**src/rtl/fpa_mpadd_pkg.sv**
```systemverilog
// Shared types and helpers for the multi-precision add/subtract sequencer.
package fpa_mpadd_pkg;

    typedef enum logic [1:0] {IDLE, RUN, DONE} mpadd_state_t;

    // Word index width; never narrower than one bit so WORDS=1 still has a register.
    function automatic int unsigned idx_width(input int unsigned words);
        return (words <= 1) ? 1 : $clog2(words);
    endfunction

endpackage

```
**src/rtl/fpa_mpadd_sequencer_csa.sv**
```systemverilog
// N-bit carry-skip adder used by the multi-precision sequencer.
// MODEL "Behavioral" uses a plain adder; any other value builds explicit 4-bit skip blocks.
module CarrySkipAdd #(
    parameter int unsigned N     = 32,
    parameter string       MODEL = "Behavioral"
) (
    input  logic [N-1:0] a,
    input  logic [N-1:0] b,
    input  logic         ci,
    output logic [N-1:0] s,
    output logic         co
);

    localparam int unsigned BLK = 4;

    if (MODEL == "Behavioral") begin : g_beh
        assign {co, s} = {1'b0, a} + {1'b0, b} + {{N{1'b0}}, ci};
    end else begin : g_skip
        logic [N:0] c;
        logic       blk_cin;
        logic       blk_p;

        always_comb begin
            c       = '0;
            s       = '0;
            c[0]    = ci;
            blk_cin = ci;
            blk_p   = 1'b1;
            for (int unsigned i = 0; i < N; i++) begin
                s[i]   = a[i] ^ b[i] ^ c[i];
                c[i+1] = (a[i] & b[i]) | ((a[i] ^ b[i]) & c[i]);
                blk_p  = blk_p & (a[i] ^ b[i]);
                // A fully propagating block forwards its carry-in straight to its carry-out.
                if (((i % BLK) == BLK - 1) || (i == N - 1)) begin
                    if (blk_p) begin
                        c[i+1] = blk_cin;
                    end
                    blk_cin = c[i+1];
                    blk_p   = 1'b1;
                end
            end
        end

        assign co = c[N];
    end

endmodule

```
**src/rtl/fpa_mpadd_sequencer.sv**
```systemverilog
// WORDS x N-bit add/subtract built by stepping one N-bit CarrySkipAdd over the words.
// Optional feature macro: FPA_MPADD_SUB_EN (honour in_sub as A - B).
module fpa_mpadd_sequencer
    import fpa_mpadd_pkg::*;
#(
    parameter int unsigned N     = 32,
    parameter int unsigned WORDS = 4,
    parameter string       MODEL = "Behavioral"
) (
    input  logic               clk,
    input  logic               rst_n,
    input  logic               in_valid,
    output logic               in_ready,
    input  logic [WORDS*N-1:0] in_a,
    input  logic [WORDS*N-1:0] in_b,
    input  logic               in_ci,
    input  logic               in_sub,
    output logic               out_valid,
    input  logic               out_ready,
    output logic [WORDS*N-1:0] out_c,
    output logic               out_co,
    output logic               out_ovf
);

    localparam int unsigned   W    = WORDS * N;
    localparam int unsigned   IW   = idx_width(WORDS);
    localparam logic [IW-1:0] LAST = IW'(WORDS - 1);

    mpadd_state_t            state_q, state_d;
    logic [WORDS-1:0][N-1:0] a_q, b_q, c_q;
    logic [IW-1:0]           idx_q;
    logic                    carry_q;
    logic                    ovf_q;

    logic [W-1:0] beff;
    logic         ci_eff;
    logic [N-1:0] a_word, b_word, sum_word;
    logic         co_word;

`ifdef FPA_MPADD_SUB_EN
    assign beff   = in_sub ? ~in_b : in_b;
    assign ci_eff = in_sub ? 1'b1 : in_ci;
`else
    logic unused_sub;
    assign unused_sub = in_sub;
    assign beff       = in_b;
    assign ci_eff     = in_ci;
`endif

    always_ff @(posedge clk or negedge rst_n) begin
        if (!rst_n) begin
            state_q <= IDLE;
        end else begin
            state_q <= state_d;
        end
    end

    always_comb begin
        state_d   = state_q;
        in_ready  = 1'b0;
        out_valid = 1'b0;
        unique case (state_q)
            IDLE: begin
                in_ready = 1'b1;
                if (in_valid) begin
                    state_d = RUN;
                end
            end
            RUN: begin
                if (idx_q == LAST) begin
                    state_d = DONE;
                end
            end
            DONE: begin
                out_valid = 1'b1;
                if (out_ready) begin
                    state_d = IDLE;
                end
            end
            default: state_d = IDLE;
        endcase
    end

    always_comb begin
        a_word = '0;
        b_word = '0;
        for (int unsigned i = 0; i < WORDS; i++) begin
            if (idx_q == IW'(i)) begin
                a_word = a_q[i];
                b_word = b_q[i];
            end
        end
    end

    CarrySkipAdd #(
        .N     (N),
        .MODEL (MODEL)
    ) u_csa (
        .a  (a_word),
        .b  (b_word),
        .ci (carry_q),
        .s  (sum_word),
        .co (co_word)
    );

    always_ff @(posedge clk or negedge rst_n) begin
        if (!rst_n) begin
            a_q     <= '0;
            b_q     <= '0;
            c_q     <= '0;
            idx_q   <= '0;
            carry_q <= 1'b0;
            ovf_q   <= 1'b0;
        end else if (state_q == IDLE && in_valid) begin
            a_q     <= in_a;
            b_q     <= beff;
            carry_q <= ci_eff;
            idx_q   <= '0;
        end else if (state_q == RUN) begin
            for (int unsigned i = 0; i < WORDS; i++) begin
                if (idx_q == IW'(i)) begin
                    c_q[i] <= sum_word;
                end
            end
            carry_q <= co_word;
            if (idx_q == LAST) begin
                idx_q <= '0;
                // Sign bits of the top word decide two's-complement overflow.
                ovf_q <= (a_word[N-1] == b_word[N-1]) && (sum_word[N-1] != a_word[N-1]);
            end else begin
                idx_q <= idx_q + 1'b1;
            end
        end
    end

    assign out_c   = c_q;
    assign out_co  = carry_q;
    assign out_ovf = ovf_q;

endmodule

```
**config.mk**
```make
export PLATFORM = sky130hd
export DESIGN_NAME = fpa_mpadd_sequencer
export DESIGN_NICKNAME = d
export VERILOG_FILES = /design/src/rtl/fpa_mpadd_pkg.sv /design/src/rtl/fpa_mpadd_sequencer_csa.sv /design/src/rtl/fpa_mpadd_sequencer.sv
export SDC_FILE = /design/constraint.sdc
export NUM_CORES = 1
export LEC_CHECK = 0
export ABC_AREA = 0
export CAP_MARGIN = 15
export CORE_MARGIN = 1.5
export CORE_UTILIZATION = 37
export DETAILED_ROUTE_END_ITERATION = 7
export PLACE_DENSITY = 0.65
export SLEW_MARGIN = 25
export SYNTH_ARGS = -nofsm -noshare
export SYNTH_HDL_FRONTEND = slang
export SYNTH_SLANG_ARGS = --single-unit
```
**constraint.sdc**
```tcl
create_clock -name clk -period 3.6 [get_ports clk]
set_input_delay 0.72 -clock clk [delete_from_list [all_inputs] [get_ports clk]]
set_output_delay 0.72 -clock clk [all_outputs]
set_load 0.005 [all_outputs]
```
==> qor.yml <==
clock_tree.root_cell: "clkbuf_16"
finalNetCount: 2686
numPortBuffers: 392
number_of_vias_after_detailed_routing: 15761
pre_cts_ws_ns: -0.5006
gp_congestion: 0.8663
detail_route.wl_per_cell_um: 19.61
p_leak_nw: 11.79
ys.flop_type: "dfrtp_1"
clk-insertion-delay-late_ns: 0.57
synth-seq-cells: 390
clock_path_buffers: 3
crit_slowest_cell: "dfrtp_1"
grt_start_max_net_pins: 110
initial_core_util: 0.3776
post-synth-top-area-cell: "dfrtp_1"
timing_worst_setup_path_type: "register to register"
global_route.usage.total: 0.2277
ant_nets: 0
cts_hold_buf: 0
die_height_um: 227.2
finalCoreUtilization: 0.5686
number_of_global_route_vias_before_repair: 15934
totalPowerFinal_mw: 35.45
seq_area_frac_synth: 0.5248
finalWirelength_mm: 60.58
viasPerCell: 5.102
worst_hold_class: "input pin to asynchronous set/reset pin"
synth.area.top_cells: "dfrtp_1 (52%), mux2_2 (16%), nand2_1 (5.7%)"
worst_setup_hold_path_clk_slew_ns: 0.06
tritoncts: "done"
cts-buffers-inserted: 43
synth.avg_cell_area_um2: 10.30
fp-row-count: 81
dieWidth_um: 227.2
start_kind: "register"
rsz0062_at_grt: "yes"
maxCapViolCount: 0
failed_checks: "negative setup slack"
number_of_different_library_cells_in_the_post_synthesis_netlist: 71
layout_worst_path_cycle_share: 1.035
setup-violations-final: 46
post-route-worst-setup-slack_ns: -0.1260
flow.area_growth_from_synthesis_pct: 50.58
clock-skew-final_ns: 0.01568
max_freq_ghz: 0.2684
ioPinCount: 394
report.final.slew_viol_count: 0
timing.final.hold_violations: 0
synth_area_um2: 18600
cpPeakStageDelay_ns: 0.40
synth.top_cell.area_share: 0.5248
grt_remaining_overflow: 0
cp-end-kind: "register"
synth-warning-count: 0
wire_length_of_the_first_global_routing_pass_mm: 90.28
ir_drop_uv: 588.7
antenna_found_initial: 9
htree_num_levels: 2
worst-path-max-fanout: 8
synthesis.nets: 2105
post_synth_inst_count: 1806
critical_path.most_common_cell: "buf_4"
worst_slew_pin_slew_ns: 0.9527
crit_chain: "inv_2 -> ha_4 -> buf_12 -> buf_6 -> nand2_1 -> nor2_1 -> a21oi_1 -> nor2_1 -> a21oi_1 -> o21ai_1 -> buf_4 -> ha_1 -> buf_4 -> nor2_2 -> a211oi_1 -> a221oi_2 -> buf_4 -> o2111a_1 -> o21ai_4 -> mux2i_4 -> o221ai_2"
p_per_area_nw_per_um2: 1266
drt_iter0_markers: 951
critPathArrivalTime_ns: 4.14
finalHoldWorstSlack_ns: 0.2513
postSynth.asyncResetShare: 1.000
headroom_to_the_max_slew_limit: 0.3648
cts_num_sinks: 390
drc_violations_left: 0
die_area_um2: 51620
core_region_area_um2: 49250
period_needed_ns: 3.726
synth-edff-count: 0
worstPathRequired_ns: 4.02
status: "complete, but fails checks"
hpwl_mm: 44.54
layout-drive-gt1-share: 0.3372
firstDrtPassIters: 5
-- critical path: cells and delay by family, from the launching register on --
| kind | cells | cell delay (ns) |
|---|---|---|
| buf+inv | 6 | 0.91 |
| flops | 1 | 0.40 |
| fa+ha+maj | 2 | 0.49 |
| simple gates | 4 | 0.42 |
| mux | 1 | 0.28 |
| compound gates | 8 | 1.05 |
-- sequential cells by signal (all words and copies together) (netlist names) --
register,count
state_q,2
out_c,128
out_ovf,1
b_q,128
idx_q,2
a_q,128
out_co,1
-- routing by layer --
| layer | routed length [um] | vias up | track usage |
|---|---|---|---|
| li1 | - | 7487 | - |
| met1 | 26690 | 7711 | 0.3090 |
| met2 | 28960 | 469 | 0.3740 |
| met3 | 3337 | 90 | 0.03833 |
| met4 | 1565 | 4 | 0.06665 |
| met5 | 27 | - | 0 |
-- kinds of logic (layout without fill, tap and decap cells) --
group,after synthesis,after routing,synth area share
compound gates,447,447,0.1395
xor+xnor,22,22,0.01036
fa+ha+maj,37,37,0.02570
buf+inv,138,752,0.03081
flops,390,390,0.5248
mux,262,262,0.1587
other cells,0,5,0
simple gates,510,510,0.1102
-- final cells by class --
type	instances	area, um^2
repair buffers	652	6406
diodes	5	12.51
clock inverters	15	195.2
well taps	664	830.8
fillers	4201	21250
clock buffers	63	1231
multi-input cells	1278	9487
flip-flops and latches	390	9759
inverters	22	82.58
-- placed cells by master, fill, tap and decap left out, types with 25 or more instances in the layout --
cell	count
a21oi_2	66
o21ai_1	52
dfrtp_1	390
mux2_2	256
clkdlybuf4s50_1	391
a21oi_1	98
clkbuf_16	48
nor2_1	149
buf_4	207
buf_12	25
nand2_1	276
o21ai_2	46
o21ai_0	82
-- metrics by stage --
step                TNS [ns]  std cells  area (um^2)
floorplan                  0       1806        18610
global placement      -26.05       2976        24890
global route          -13.99       3089        28000
finish                -1.830       3089        28000
CTS                   -2.147       3069        27070
detailed placement    -28.32       2976        24890
-- what timing repair did --
| action | CTS | global route |
|---|---|---|
| pin swaps | 37 | 92 |
| resized for setup | 163 | 214 |
| setup endpoints to repair | 94 | 112 |
| setup buffers | 14 | 16 |
| gates cloned | 2 | 6 |
-- synthesized netlist by cell type, types with 2 or more instances --
| master | number |
|---|---|
| a2111oi_4 | 2 |
| a211o_1 | 6 |
| a211oi_1 | 4 |
| a21o_1 | 7 |
| a21oi_1 | 171 |
| a22o_1 | 2 |
| a31oi_1 | 6 |
| a31oi_4 | 2 |
| and2_1 | 6 |
| buf_1 | 6 |
| buf_2 | 23 |
| clkbuf_1 | 81 |
| dfrtp_1 | 390 |
| dlygate4sd1_1 | 2 |
| fa_1 | 2 |
| ha_1 | 35 |
| inv_1 | 22 |
| mux2_2 | 256 |
| mux2i_1 | 4 |
| nand2_1 | 284 |
| nand2_2 | 3 |
| nand2b_1 | 3 |
| nand3_1 | 15 |
| nand3b_1 | 2 |
| nand4_1 | 12 |
| nor2_1 | 166 |
| nor2b_1 | 2 |
| nor3_1 | 8 |
| o211ai_1 | 6 |
| o21a_1 | 9 |
| o21ai_0 | 176 |
| o21ai_1 | 7 |
| o21bai_1 | 5 |
| o221ai_1 | 5 |
| o22ai_1 | 8 |
| o31ai_1 | 11 |
| o31ai_2 | 2 |
| or3_1 | 2 |
| xnor2_1 | 13 |
| xor2_1 | 9 |
-- final timing paths --
path,startpoint,to,slack [ns],cells past startpoint
worst max register to register,idx_q[0]$_DFFE_PN0P_,out_c[60]$_DFFE_PN0P_,-0.13,21
worst max-delay path,idx_q[0]$_DFFE_PN0P_,out_c[60]$_DFFE_PN0P_,-0.13,21
worst min-delay path,rst_n,b_q[61]$_DFFE_PN0P_,0.25,1
worst min register to register,out_c[33]$_DFFE_PN0P_,out_c[33]$_DFFE_PN0P_,0.47,2
max in group asynchronous,rst_n,out_c[40]$_DFFE_PN0P_,2.47,2
min in group clk,out_c[33]$_DFFE_PN0P_,out_c[33]$_DFFE_PN0P_,0.47,2
-- report_power, final --
part	leakage [nW]	switching [mW]	internal [mW]
sequential	4.71	1.27	6.61
clock	0.696	1.79	2.66
combinational	6.38	11.8	11.3
total	11.8	14.9	20.5
Note: power is estimated with default switching activity, not from simulation.
